[src/rtl/alu_divider.sv]
// Multi-cycle restoring divider: one quotient bit per clock, then a sign-fix
// cycle and a one-cycle done pulse. Results hold until the next completion.
module alu_divider #(
  parameter int WIDTH = 8
) (
  input  logic             clk,
  input  logic             rst,
  input  logic             start,
  input  logic             signed_op,
  input  logic [WIDTH-1:0] dividend,
  input  logic [WIDTH-1:0] divisor,
  output logic [WIDTH-1:0] quotient,
  output logic [WIDTH-1:0] remainder,
  output logic             busy,
  output logic             done,
  output logic             o,
  output logic             z,
  output logic             dz
);

  localparam int CW = (WIDTH > 1) ? $clog2(WIDTH) : 1;

  typedef enum logic [1:0] {IDLE, RUN, FIX, DONE} state_t;

  state_t           state;
  logic [CW-1:0]    cnt;
  logic [WIDTH-1:0] acc;      // dividend bits shift out of the top, quotient bits in at the bottom
  logic [WIDTH-1:0] dvs;
  logic [WIDTH:0]   prem;
  logic [WIDTH-1:0] orig;
  logic             q_neg, r_neg, ovf, dz_p;

  logic             accept;
  logic             dvd_neg, dvs_neg;
  logic [WIDTH:0]   shifted, trial;
  logic [WIDTH-1:0] q_fix, r_fix;

  always_comb begin
    accept  = start && ((state == IDLE) || (state == DONE));
    dvd_neg = signed_op & dividend[WIDTH-1];
    dvs_neg = signed_op & divisor[WIDTH-1];
    shifted = {prem[WIDTH-1:0], acc[WIDTH-1]};
    trial   = shifted - {1'b0, dvs};
    q_fix   = q_neg ? (~acc + 1'b1) : acc;
    r_fix   = r_neg ? (~prem[WIDTH-1:0] + 1'b1) : prem[WIDTH-1:0];
  end

  always_ff @(posedge clk) begin
    if (rst) begin
      state     <= IDLE;
      cnt       <= '0;
      acc       <= '0;
      dvs       <= '0;
      prem      <= '0;
      orig      <= '0;
      q_neg     <= 1'b0;
      r_neg     <= 1'b0;
      ovf       <= 1'b0;
      dz_p      <= 1'b0;
      quotient  <= '0;
      remainder <= '0;
      busy      <= 1'b0;
      done      <= 1'b0;
      o         <= 1'b0;
      z         <= 1'b0;
      dz        <= 1'b0;
    end else begin
      done <= 1'b0;
      case (state)
        IDLE, DONE: begin
          if (accept) begin
            // Magnitudes feed the unsigned core; signs are reapplied in FIX.
            acc   <= dvd_neg ? (~dividend + 1'b1) : dividend;
            dvs   <= dvs_neg ? (~divisor + 1'b1) : divisor;
            orig  <= dividend;
            prem  <= '0;
            cnt   <= CW'(WIDTH - 1);
            q_neg <= dvd_neg ^ dvs_neg;
            r_neg <= dvd_neg;
            ovf   <= signed_op && (dividend == {1'b1, {(WIDTH-1){1'b0}}}) && (&divisor);
            dz_p  <= (divisor == '0);
            busy  <= 1'b1;
            state <= (divisor == '0) ? FIX : RUN;
          end else begin
            state <= IDLE;
          end
        end
        RUN: begin
          if (trial[WIDTH]) begin
            prem <= shifted;
            acc  <= {acc[WIDTH-2:0], 1'b0};
          end else begin
            prem <= trial;
            acc  <= {acc[WIDTH-2:0], 1'b1};
          end
          cnt <= cnt - 1'b1;
          if (cnt == '0) state <= FIX;
        end
        FIX: begin
          if (dz_p) begin
            quotient  <= '1;
            remainder <= orig;
            o         <= 1'b0;
            z         <= 1'b0;
            dz        <= 1'b1;
          end else begin
            // MIN / -1 already yields MIN with zero remainder from the magnitudes.
            quotient  <= q_fix;
            remainder <= r_fix;
            o         <= ovf;
            z         <= (q_fix == '0);
            dz        <= 1'b0;
          end
          done  <= 1'b1;
          busy  <= 1'b0;
          state <= DONE;
        end
        default: state <= IDLE;
      endcase
    end
  end

endmodule

[config.mk]
export PLATFORM = sky130hd
export DESIGN_NAME = alu_divider
export DESIGN_NICKNAME = d
export VERILOG_FILES = /design/src/rtl/alu_divider.sv
export SDC_FILE = /design/constraint.sdc
export NUM_CORES = 1
export LEC_CHECK = 0
export BUFFER_PORTS_ARGS = -buffer_cell sky130_fd_sc_hd__buf_2
export CORE_MARGIN = 3
export CORE_UTILIZATION = 35
export CTS_CLUSTER_DIAMETER = 30
export DETAILED_ROUTE_END_ITERATION = 12
export GPL_ROUTABILITY_DRIVEN = 0
export PLACE_DENSITY = 0.5
export SLEW_MARGIN = 15
export SYNTH_ARGS = -nofsm -noshare
export SYNTH_HDL_FRONTEND = slang
export SYNTH_SLANG_ARGS = --single-unit
[constraint.sdc]
create_clock -name clk -period 3.2 [get_ports clk]
set_input_delay 0.32 -clock clk [delete_from_list [all_inputs] [get_ports clk]]
set_output_delay 0.32 -clock clk [all_outputs]
set_load 0.01 [all_outputs]
### After elaboration in Yosys (flattened, before gate mapping)

Cells that the tools add are included.

| word-level totals | value |
|---|---|
| flip-flop bits (word level) | 62 |
| output and inout bits | 21 |
| word-level logic and storage cells | 75 |

| cells by class | value |
|---|---|
| add/subtract/negate cells | 6 |
| equality and inequality tests | 6 |
| muxes and demuxes | 24 |
| bitwise gates (word level) | 7 |
| reduce and logical (&&, ||, !) cells | 15 |

Operators with widths:

| operator | number |
|---|---|
| $mux W8 | 9 |
| $add A8 B1 Y8 const B | 4 |
| $not A8 Y8 | 4 |
| $pmux W8 S2 | 2 |
| $logic_not A8 Y1 | 2 |
| $sub A9 B8 Y9 | 1 |
| $eq A8 B8 Y1 const B | 1 |
| $reduce_and A8 Y1 | 1 |
| $mux W1 | 6 |
| $mux W2 | 3 |
| $pmux W2 S3 | 1 |
| $pmux W3 S2 | 1 |
| $reduce_and A2 Y1 | 3 |
| $eq A2 B2 Y1 const B | 2 |
| $ne A2 B2 Y1 const B | 2 |
| $reduce_bool A2 Y1 | 2 |
| $logic_and A1 B1 Y1 | 3 |
| $logic_not A3 Y1 | 1 |
| $mux W3 | 1 |
| $sub A3 B1 Y3 const B | 1 |
| $and A1 B1 Y1 | 2 |
| $eq A2 B1 Y1 const B | 1 |
| $logic_not A2 Y1 | 1 |
| $pmux W1 S2 | 1 |
| other kinds (3) | 3 |

### Depth between registers and ports, before layout

Gate-level depths: netlist of run 1.

| depth | value |
|---|---|
| word-level depth | 5 |
| gate-level depth with buffers | 10 |

### Worst setup path after synthesis of run 1

OpenSTA, ideal clock, no wires.

| path | value |
|---|---|
| kind | register -> register |
| start point | register acc[7] |
| end point | register prem[4] |
| arrival time | 2.309 ns |
| required time | 3.138 ns |
| setup slack | 0.829 ns |
| cell stages (with the launch flop) | 10 |
| path buffers | 0 |
| cells stage by stage | dfxtp_1 -> inv_1 -> ha_1 -> fa_1 -> nand2b_1 -> a211oi_1 -> mux2i_1 -> nor2_1 -> or4_1 -> nand3_1 |

| between the ends | value |
|---|---|
| word-level cells in the longest chain between the ends | 3 |

RTL lines:

| item | line | text |
|---|---|---|
| from (decl) | 27 | `logic [WIDTH-1:0] acc;` |
| from (signal assigned) | 73 | `acc <= dvd_neg ? (~dividend + 1'b1) : dividend;` |
| from (signal assigned) | 91 | `acc <= {acc[WIDTH-2:0], 1'b0};` |
| from (signal assigned) | 94 | `acc <= {acc[WIDTH-2:0], 1'b1};` |
| $sub A9 B8 Y9 | 43 | `trial = shifted - {1'b0, dvs};` |
| $mux W8 | 89 | `if (trial[WIDTH]) begin` |
| $pmux W8 S2 | 69 | `case (state)` |
| to (signal assigned) | 90 | `prem <= shifted;` |
| to (signal assigned) | 93 | `prem <= trial;` |
| to (decl) | 29 | `logic [WIDTH:0] prem;` |

No other way between the ends.
A chain may end at the register's enable or synchronous reset.

### Final worst setup path of run 1

Same ends and word-level chain as after synthesis.

==> results of run 1 <==
layer usage:
| metal | global-route usage | up-vias | share of wire |
|---|---|---|---|
| li1 | - | 1601 | - |
| met1 | 0.2356 | 1476 | 0.51 |
| met2 | 0.2534 | 83 | 0.43 |
| met3 | 0.03706 | 9 | 0.051 |
| met4 | 0.04967 | 0 | 0.012 |
| met5 | 0 | - | 0 |
power groups by stage:
stage	Combinational, W	Sequential (W)	Clock (W)
2_1_floorplan	0.00102	0.00112	0
3_3_place_gp	0.00142	0.00114	0
3_5_place_dp	0.00143	0.00114	0
4_1_cts	0.00144	0.00112	0.000874
5_1_grt	0.00161	0.00115	0.000907
6_report	0.00143	0.00112	0.000848
cells by family (layout without fill, tap and decap cells):
logic type               after synthesis  count (layout)  synth area share
XOR/XNOR                              20              20           0.05113
multiplexers                          12              12           0.03506
flip-flops                            62              62            0.3623
AO/OA/AOI/OAI                        112             112            0.2166
buffers and inverters                 46              88           0.05113
AND/OR/NAND/NOR                      159             159            0.2122
adder cells (fa/ha/maj)               19              19           0.07159
Yosys cell counts, drive strengths merged (2+ instances only):
cell type and instances:
and2 2, nor2 43, a21oi 28, xor2 9, nor4 4, or3 8
a311oi 6, a211oi 12, nand4 3, o31ai 8, xnor2 11, nand2 57
o311ai 2, clkbuf 18, a32oi 2, a221oi 4, o21a 2, or4 4
nor2b 3, mux2i 12, o21ai 26, ha 18, a22oi 2, o211ai 5
nand2b 12, o221ai 2, o41ai 3, dfxtp 62, a21boi 2, nor3 8
a22o 2, buf 3, inv 24, nand3 12
final cells by class:
type | count | area (um^2) | area share
multi-input combinational | 322 | 2009 | 0.5020
clock buffer | 9 | 123.9 | 0.03095
inverter | 25 | 93.84 | 0.02344
tap | 129 | 161.4 | 0.04033
clock inverter | 7 | 120.1 | 0.03001
timing repair buffer | 47 | 252.7 | 0.06314
sequential | 62 | 1241 | 0.3101
registers in the layout (all words and copies together), names as in the netlist, 2 cells and up:
| register | count |
|---|---|
| orig | 8 |
| dvs | 8 |
| acc | 8 |
| state | 2 |
| prem | 8 |
| remainder | 8 |
| cnt | 3 |
| quotient | 8 |
how the worst max path moves through the flow:
stage | depth (start not counted) | start | end | slack, ns
after floorplan | 9 | acc[7] | prem[4] | 0.83
after global placement | 10 | acc[7] | prem[4] | 0.61
after detailed placement | 10 | acc[7] | prem[4] | 0.53
after CTS | 10 | acc[7] | prem[4] | 0.52
after global routing | 10 | acc[7] | prem[4] | 0.35
final | 10 | acc[7] | prem[4] | 0.51
stage by stage:
| stage | power [W] | hold slack [ns] | cells |
|---|---|---|---|
| after floorplan | 0.002138 | 0.4312 | 430 |
| after global placement | 0.002559 | 0.4429 | 585 |
| after detailed placement | 0.002575 | 0.4480 | 585 |
| after CTS | 0.003439 | 0.2400 | 601 |
| after global routing | 0.003672 | 0.2443 | 601 |
| final | 0.003398 | 0.2644 | 601 |
critical path, delay by kind of cell, from the launching register on:
kind | cells | cell delay (ns)
compound gates | 1 | 0.29
fa+ha+maj | 2 | 0.61
buf+inv | 2 | 0.27
flops | 1 | 0.35
mux | 1 | 0.27
simple gates | 4 | 0.85
==> results.py, run 1 <==
metrics = {
    "power": {
        "p_clk_frac": 0.249,
        "irDropWorstVdd_uv": 512.7,
        "p_int_w": 0.002050,
        "power.switching_w": 0.001347,
        "switching_share": 0.3966,
        "seq_power_share": 0.330,
        "powerDensity_nw_per_um2": 848.9,
        "combPwrFrac": 0.420,
        "p_leak_nw": 1.571,
    },
    "yosys": {
        "synth_area_leaders": "dfxtp_1 36%, ha_1 6.6%, nand2_1 6.2%",
        "synth_area_um2": 3426,
        "synth_ff_type": "dfxtp_1",
        "yosysWarnings": 0,
        "syn_avg_cell_area_um2": 7.967,
        "synthCells": 430,
        "ys_seq_elements": 62,
        "syn_nets": 469,
        "synth_top_area_share": 0.3623,
        "yosysSeqAreaShare": 0.3623,
        "yosysUniqueCellTypes": 49,
        "synth_edf_count": 0,
        "synthArstFlopShare": 0,
        "synth.largest_area_cell": "dfxtp_1",
    },
    "timing": {
        "setup_tns_ns": 0,
        "slew_headroom": 0.4453,
        "max_freq_ghz": 0.3711,
        "setup_ws_ns": 0.5050,
        "worst_pin_slew_ns": 0.8321,
        "finalSetupViolCount": 0,
        "clock_skew_ns": 0.01369,
        "period_minus_slack_ns": 2.695,
        "finalHoldViolCount": 0,
        "period_share": 0.8422,
        "rsz0062_at_grt": "no",
        "slew_viol_final": 0,
    },
    "layout": {
        "fin_area_um2": 4003,
        "area_delta_synth_final_pct": 16.84,
        "insertedDiodeCount": 0,
        "n_fill_cell": 996,
        "final_cell_mix": "62 x dfxtp_1, 57 x nand2_1, 43 x nor2_1",
        "fin_nets": 506,
        "drive_above_1_share": 0.1356,
        "fin_util": 0.4271,
        "final_common_cell": "dfxtp_1",
    },
    "clocking": {
        "clock_sinks": 62,
        "clk_pin_slew_ns": 0.07,
        "ctsResizeCount": 0,
        "clock_latency_ns": 0.34,
        "cts_made_buffers": 9,
        "cts_tree": "done",
        "clock-root-buffer": "clkbuf_8",
        "clock_path_buffers": 2,
        "hold_buffers": 0,
        "cts_setup_buffers": 0,
        "cts_max_level": 3,
    },
    "die": {
        "die_area_um2": 11010,
        "start_util": 0.3656,
        "core_um2": 9371,
        "row_count": 35,
        "die_w_um": 104.9,
        "die_y_um": 104.9,
        "ioPinCount": 41,
    },
    "route": {
        "drtPass1Iterations": 4,
        "wirelength_um": 8920,
        "via_per_inst": 5.273,
        "drtAntennaViolNets": 0,
        "avgRoutedWirePerCell_um": 14.84,
        "route.detailed.drc": 0,
        "drtIter0Drc": 132,
        "num_vias": 3169,
    },
    "worst_setup_path": {
        "crit_path_start_kind": "register",
        "critPathRequiredTime_ns": 3.48,
        "cp_cell_sequence": "inv_1 > ha_1 > fa_1 > nand2b_1 > a211oi_1 > mux2i_1 > nor2_1 > buf_4 > or4_1 > nand3_1",
        "rr_worst_depth": 10,
        "crit_fanout": 14,
        "cpPeakStageDelay_ns": 0.50,
        "crit_slowest_cell": "or4_1",
        "rrSetupSlack_ns": 0.51,
        "path_class": "register to register",
        "end_kind": "register",
        "r2r-end": "prem[4]",
        "cp.arrival_ns": 2.97,
        "r2r_start": "acc[7]",
    },
    "grt": {
        "overflow": 0,
        "grt_pass1_wl_um": 14860,
        "grt_max_degree": 43,
        "first_global_vias": 2911,
        "antenna_found_initial": 0,
        "track_usage": 0.1667,
    },
    "outcome": {
        "run_status": "completed",
    },
    "flow_run": {
        "maxCapViolCount": 0,
    },
    "placed_design": {
        "io_buffers": 40,
        "place_area_um2": 3759,
        "pre_cts_ws_ns": 0.5332,
        "hpwl_um": 6597,
    },
    "hold_path": {
        "hold_end": "orig[6]",
        "min_path_cells": 3,
        "hold_class": "primary input to register",
        "hp-start": "dividend[6]",
    },
}
Note: power is estimated with default switching activity, not from simulation.
==> run 2, diff against run 1 <==
--- a/config.mk
+++ b/config.mk
@@ -11,7 +11,7 @@
 export CTS_CLUSTER_DIAMETER = 30
 export DETAILED_ROUTE_END_ITERATION = 12
 export GPL_ROUTABILITY_DRIVEN = 0
-export PLACE_DENSITY = 0.5
+export PLACE_DENSITY = 0.51
 export SLEW_MARGIN = 15
 export SYNTH_ARGS = -nofsm -noshare
 export SYNTH_HDL_FRONTEND = slang
==> constraint.sdc (replaced) <==
create_clock -name clk -period 2.2 [get_ports clk]
set_input_delay 0.22 -clock clk [delete_from_list [all_inputs] [get_ports clk]]
set_output_delay 0.22 -clock clk [all_outputs]
set_load 0.01 [all_outputs]
==> run 2 against run 1 <==
Net effect:
- the run now ends with negative setup slack left
- sequential power is 44% higher
- clock power is 20% higher
- via count is 2.5% higher
- largest power group unchanged
- worst hold slack worse by 0.089 ns
- clock-buffer cell count is 1 higher
- critical path type unchanged
==> results.py, run 2 (synthesis results as in run 1) <==
metrics = {
    "die": {
        "core_um2": 9371,
        "die_w_um": 104.9,
        "start_util": 0.3656,
        "ioPinCount": 41,
        "row_count": 35,
        "die_area_um2": 11010,
        "die_y_um": 104.9,
    },
    "grt": {
        "grt_pass1_wl_um": 15300,
        "overflow": 0,
        "grt_max_degree": 30,
        "antenna_found_initial": 0,
        "first_global_vias": 3073,
        "track_usage": 0.1694,
    },
    "layout": {
        "area_delta_synth_final_pct": 25.02,
        "drive_above_1_share": 0.2110,
        "stdcell_count": 636,
        "regArea_um2": 1242,
        "fin_nets": 541,
        "final_cell_mix": "61 x dfxtp_1, 57 x nand2_1, 42 x nor2_1",
        "final_common_cell": "dfxtp_1",
        "insertedDiodeCount": 0,
        "fin_area_um2": 4283,
        "n_fill_cell": 988,
        "multiInputGateArea_um2": 2071,
    },
    "timing": {
        "slew_viol_final": 0,
        "finalHoldViolCount": 0,
        "period_share": 1.026,
        "setup_tns_ns": -0.1814,
        "period_minus_slack_ns": 2.257,
        "slew_headroom": 0.5589,
        "finalSetupViolCount": 6,
        "worst_pin_slew_ns": 0.6608,
        "rsz0062_at_grt": "yes",
        "clock_skew_ns": 0.009257,
        "setup_ws_ns": -0.05704,
        "max_freq_ghz": 0.4431,
        "fin_hold_ws_ns": 0.1752,
    },
    "placed_design": {
        "pre_cts_ws_ns": -0.09391,
        "io_buffers": 40,
        "dp_cells": 612,
        "hpwl_um": 6858,
        "place_area_um2": 3993,
    },
    "route": {
        "avgRoutedWirePerCell_um": 14.36,
        "route.detailed.drc": 0,
        "drtIter0Drc": 133,
        "wirelength_um": 9134,
        "drtAntennaViolNets": 0,
        "drtPass1Iterations": 4,
        "via_per_inst": 5.108,
        "num_vias": 3249,
    },
    "clocking": {
        "cts_max_level": 3,
        "clock_latency_ns": 0.34,
        "clk_pin_slew_ns": 0.08,
        "cts_made_buffers": 9,
        "clock_sinks": 62,
        "clock-root-buffer": "clkbuf_8",
        "cts_tree": "done",
        "clock_path_buffers": 2,
    },
    "power": {
        "p_leak_nw": 1.737,
        "irDropWorstVdd_uv": 520.1,
        "powerDensity_nw_per_um2": 1236,
    },
    "worst_setup_path": {
        "end_kind": "register",
        "cp.arrival_ns": 2.54,
        "crit_path_start_kind": "register",
        "crit_fanout": 7,
        "path_class": "register to register",
        "rrSetupSlack_ns": -0.06,
        "critPathRequiredTime_ns": 2.48,
    },
    "hold_path": {
        "hold_class": "primary input to register",
    },
    "outcome": {
        "violations": "negative setup slack",
        "run_status": "finished, violations left",
    },
    "flow_run": {
        "maxCapViolCount": 0,
    },
}
-- run 2: changes by cell type in the layout (fill, tap and decap cells not counted), moves of 2 or more --
cell,previous run,this run
buf_4,7,39
o21ai_0,25,21
o21ai_1,1,5
buf_6,0,2
bufinv_16,3,1
clkinv_2,1,3
-- run 2: routing by layer --
metal / vias up / global-route usage / share of wire
met4: 0 / 0.04124 / 0.0091
met2: 58 / 0.2603 / 0.44
li1: 1677 / - / -
met3: 8 / 0.03521 / 0.040
met5: - / 0 / 0
met1: 1506 / 0.2423 / 0.51
-- run 2: layout make-up --
| cell class | count | area share |
|---|---|---|
| well taps | 129 | 0.03769 |
| clock inverters | 6 | 0.01431 |
| clock buffers | 10 | 0.03214 |
| multi-input cells | 323 | 0.4835 |
| flip-flops and latches | 62 | 0.2901 |
| repair buffers | 81 | 0.1204 |
| inverters | 25 | 0.02191 |
-- run 2: repair_timing --
| action | in CTS | in global routing |
|---|---|---|
| pin swaps | 5 | 2 |
| endpoints found under the setup margin | 6 | 9 |
| setup buffers | 5 | 3 |
| resized for setup | 3 | 7 |
| gates cloned | 1 | 0 |
| hold buffers | 0 | 0 |
-- run 2: metrics by stage --
| step | total power [W] | utilization |
|---|---|---|
| 3_3_place_gp | 0.003967 | 0.4260 |
| 3_5_place_dp | 0.003990 | 0.4260 |
| 2_1_floorplan | 0.003157 | - |
| 6_report | 0.005294 | 0.4570 |
| 4_1_cts | 0.005194 | 0.4521 |
| 5_1_grt | 0.005707 | 0.4570 |
-- run 2: worst max-delay path, stage by stage (launching register included) --
cell      delay [ns]
dfxtp_2         0.33
inv_2           0.05
ha_4            0.15
fa_2            0.34
nand2b_4        0.16
a211oi_4        0.26
mux2i_4         0.33
nor2_4          0.10
or4_1           0.41
nand3_1         0.08
-- run 2: power by group --
part / switching [W] / leakage (nW) / internal [W]
Combinational: 0.00143 / 1.13 / 0.00123
Sequential: 0.000210 / 0.507 / 0.00140
Clock: 0.000470 / 0.102 / 0.000550
Total: 0.00211 / 1.74 / 0.00318
-- run 2: final timing paths --
path,from,end,cells after the start
worst min-delay path,dividend[7],orig[7],3
worst max-delay path,acc[7],prem[4],9
worst max register to register,acc[7],prem[4],9
worst min register to register,dvs[7],dvs[7],2
==> run 3, diff against run 2 <==
--- a/config.mk
+++ b/config.mk
@@ -11,7 +11,7 @@
 export CTS_CLUSTER_DIAMETER = 30
 export DETAILED_ROUTE_END_ITERATION = 12
 export GPL_ROUTABILITY_DRIVEN = 0
-export PLACE_DENSITY = 0.51
+export PLACE_DENSITY = 0.5
 export SLEW_MARGIN = 15
 export SYNTH_ARGS = -nofsm -noshare
 export SYNTH_HDL_FRONTEND = slang
==> constraint.sdc (replaced) <==
create_clock -name clk -period 2.6 [get_ports clk]
set_input_delay 0.26 -clock clk [delete_from_list [all_inputs] [get_ports clk]]
set_output_delay 0.26 -clock clk [all_outputs]
set_load 0.01 [all_outputs]
==> run 3 against run 2 <==
Net effect:
- the run now ends clean
- sequential share of layout area is 1.6 points higher
- via count is 2.1% lower
- critical path depth is 1 higher
- maximum frequency is 8.8% lower
- critical endpoint unchanged
- largest power group unchanged
==> results.py, run 3 (synthesis results as in run 1) <==
metrics = {
    "outcome": {
        "run_status": "completed",
    },
    "die": {
        "row_count": 35,
        "die_w_um": 104.9,
        "ioPinCount": 41,
        "die_area_um2": 11010,
        "start_util": 0.3656,
        "die_y_um": 104.9,
        "core_um2": 9371,
    },
    "layout": {
        "fin_nets": 517,
        "final_cell_mix": "62 x dfxtp_1, 57 x nand2_1, 43 x nor2_1",
        "area_delta_synth_final_pct": 18.52,
        "drive_above_1_share": 0.1615,
        "final_common_cell": "dfxtp_1",
        "insertedDiodeCount": 0,
        "regArea_um2": 1241,
        "multiInputGateArea_um2": 2034,
        "n_fill_cell": 1009,
    },
    "worst_setup_path": {
        "crit_family": "simple AND/OR/NAND/NOR gates",
        "cpPeakStageDelay_ns": 0.50,
        "crit_slowest_cell": "or4_1",
        "crit_fanout": 14,
        "critPathRequiredTime_ns": 2.88,
        "crit_path_start_kind": "register",
        "cp.arrival_ns": 2.76,
        "rr_worst_depth": 10,
        "r2r_start": "acc[7]",
        "rrSetupSlack_ns": 0.12,
        "crit_buf_inv": 2,
        "end_kind": "register",
        "setup.worst_path.start": "acc[7]",
        "path_class": "register to register",
        "cp_cell_sequence": "inv_1 > ha_2 > fa_2 > nand2b_4 > a211oi_4 > mux2i_1 > nor2_1 > buf_6 > or4_1 > nand3_1",
        "r2r-end": "prem[4]",
        "endpoint": "prem[4]",
        "cp_num_cells": 10,
    },
    "clocking": {
        "clock_path_buffers": 2,
        "cts_made_buffers": 9,
        "hold_buffers": 0,
        "clock_latency_ns": 0.34,
        "clock-root-buffer": "clkbuf_8",
        "clk_pin_slew_ns": 0.08,
        "clock_sinks": 62,
        "cts_tree": "done",
        "cts_max_level": 3,
    },
    "power": {
        "p_leak_nw": 1.613,
        "irDropWorstVdd_uv": 604.5,
        "powerDensity_nw_per_um2": 1014,
    },
    "route": {
        "num_vias": 3180,
        "drtPass1Iterations": 5,
        "wirelength_um": 8938,
        "drtAntennaViolNets": 0,
        "via_per_inst": 5.196,
        "avgRoutedWirePerCell_um": 14.60,
        "route.detailed.drc": 0,
        "drtIter0Drc": 184,
    },
    "timing": {
        "finalHoldViolCount": 0,
        "clock_skew_ns": 0.008063,
        "finalSetupViolCount": 0,
        "rsz0062_at_grt": "no",
        "slew_viol_final": 0,
        "period_share": 0.9523,
        "setup_ws_ns": 0.1241,
        "slew_headroom": 0.5457,
        "setup_tns_ns": 0,
        "worst_pin_slew_ns": 0.6805,
        "max_freq_ghz": 0.4039,
        "period_minus_slack_ns": 2.476,
    },
    "grt": {
        "grt_max_degree": 30,
        "antenna_found_initial": 0,
        "track_usage": 0.1690,
        "grt_pass1_wl_um": 15030,
        "overflow": 0,
        "first_global_vias": 2946,
    },
    "hold_path": {
        "hold_class": "primary input to register",
    },
    "flow_run": {
        "maxCapViolCount": 0,
    },
    "placed_design": {
        "io_buffers": 40,
        "pre_cts_ws_ns": 0.07675,
        "hpwl_um": 6733,
    },
}
## run 3: cell count changes in the layout (fill, tap and decap cells not counted), sizes merged
| cell | previous run | this run |
|---|---|---|
| nor2 | 44 | 43 |
| buf | 81 | 58 |
| clkinvlp | 1 | 0 |
| clkinv | 5 | 6 |
## run 3: timing repair
item / CTS / global route
setup endpoints to repair: 0 / 5
setup buffers: 0 / 1
resized for setup: 0 / 6
## run 3: report_power, final
group | internal [W] | total (W) | switching, W
Combinational | 0.000803 | 0.00191 | 0.00111
Clock | 0.000441 | 0.000835 | 0.000394
Sequential | 0.00119 | 0.00137 | 0.000183
Total | 0.00243 | 0.00412 | 0.00169
## run 3: layer usage
metal | track usage | vias up | wire length (um)
met4 | 0.04499 | 0 | 92
met2 | 0.2608 | 70 | 4018
met1 | 0.2374 | 1474 | 4484
met5 | 0 | - | 0
li1 | - | 1628 | -
met3 | 0.03830 | 8 | 343
## run 3: worst min path at each step
stage,from,cells past startpoint,endpoint
after floorplan,dividend[4],2,orig[4]
after global placement,dvs[7],2,dvs[7]
after detailed placement,orig[4],2,orig[4]
after CTS,dividend[7],3,orig[7]
after global routing,dividend[4],3,orig[4]
final,dividend[4],3,orig[4]
## run 3: cell type report
class / instances / share of cell area
inverters: 25 / 0.02311
clock inverters: 6 / 0.01541
clock buffers: 10 / 0.03143
repair buffers: 58 / 0.08351
flip-flops and latches: 62 / 0.3057
multi-input cells: 322 / 0.5011
well taps: 129 / 0.03975
## run 3: stage by stage
step | hold WS, ns | instances | utilization | total power, W | instance area, um^2
5_1_grt | 0.2119 | 612 | 0.4332 | 0.004458 | 4060
2_1_floorplan | 0.3960 | 430 | - | 0.002631 | 3426
4_1_cts | 0.2028 | 611 | 0.4294 | 0.004059 | 4024
3_3_place_gp | 0.4449 | 595 | 0.4091 | 0.003192 | 3834
3_5_place_dp | 0.4435 | 595 | 0.4091 | 0.003210 | 3834
6_report | 0.2159 | 612 | 0.4332 | 0.004115 | 4060
## run 3: worst register-to-register path, stage by stage, from the launching register on
cell      delay [ns]
dfxtp_1         0.33
inv_1           0.06
ha_2            0.19
fa_2            0.35
nand2b_4        0.16
a211oi_4        0.24
mux2i_1         0.27
nor2_1          0.09
buf_6           0.16
or4_1           0.50
nand3_1         0.08
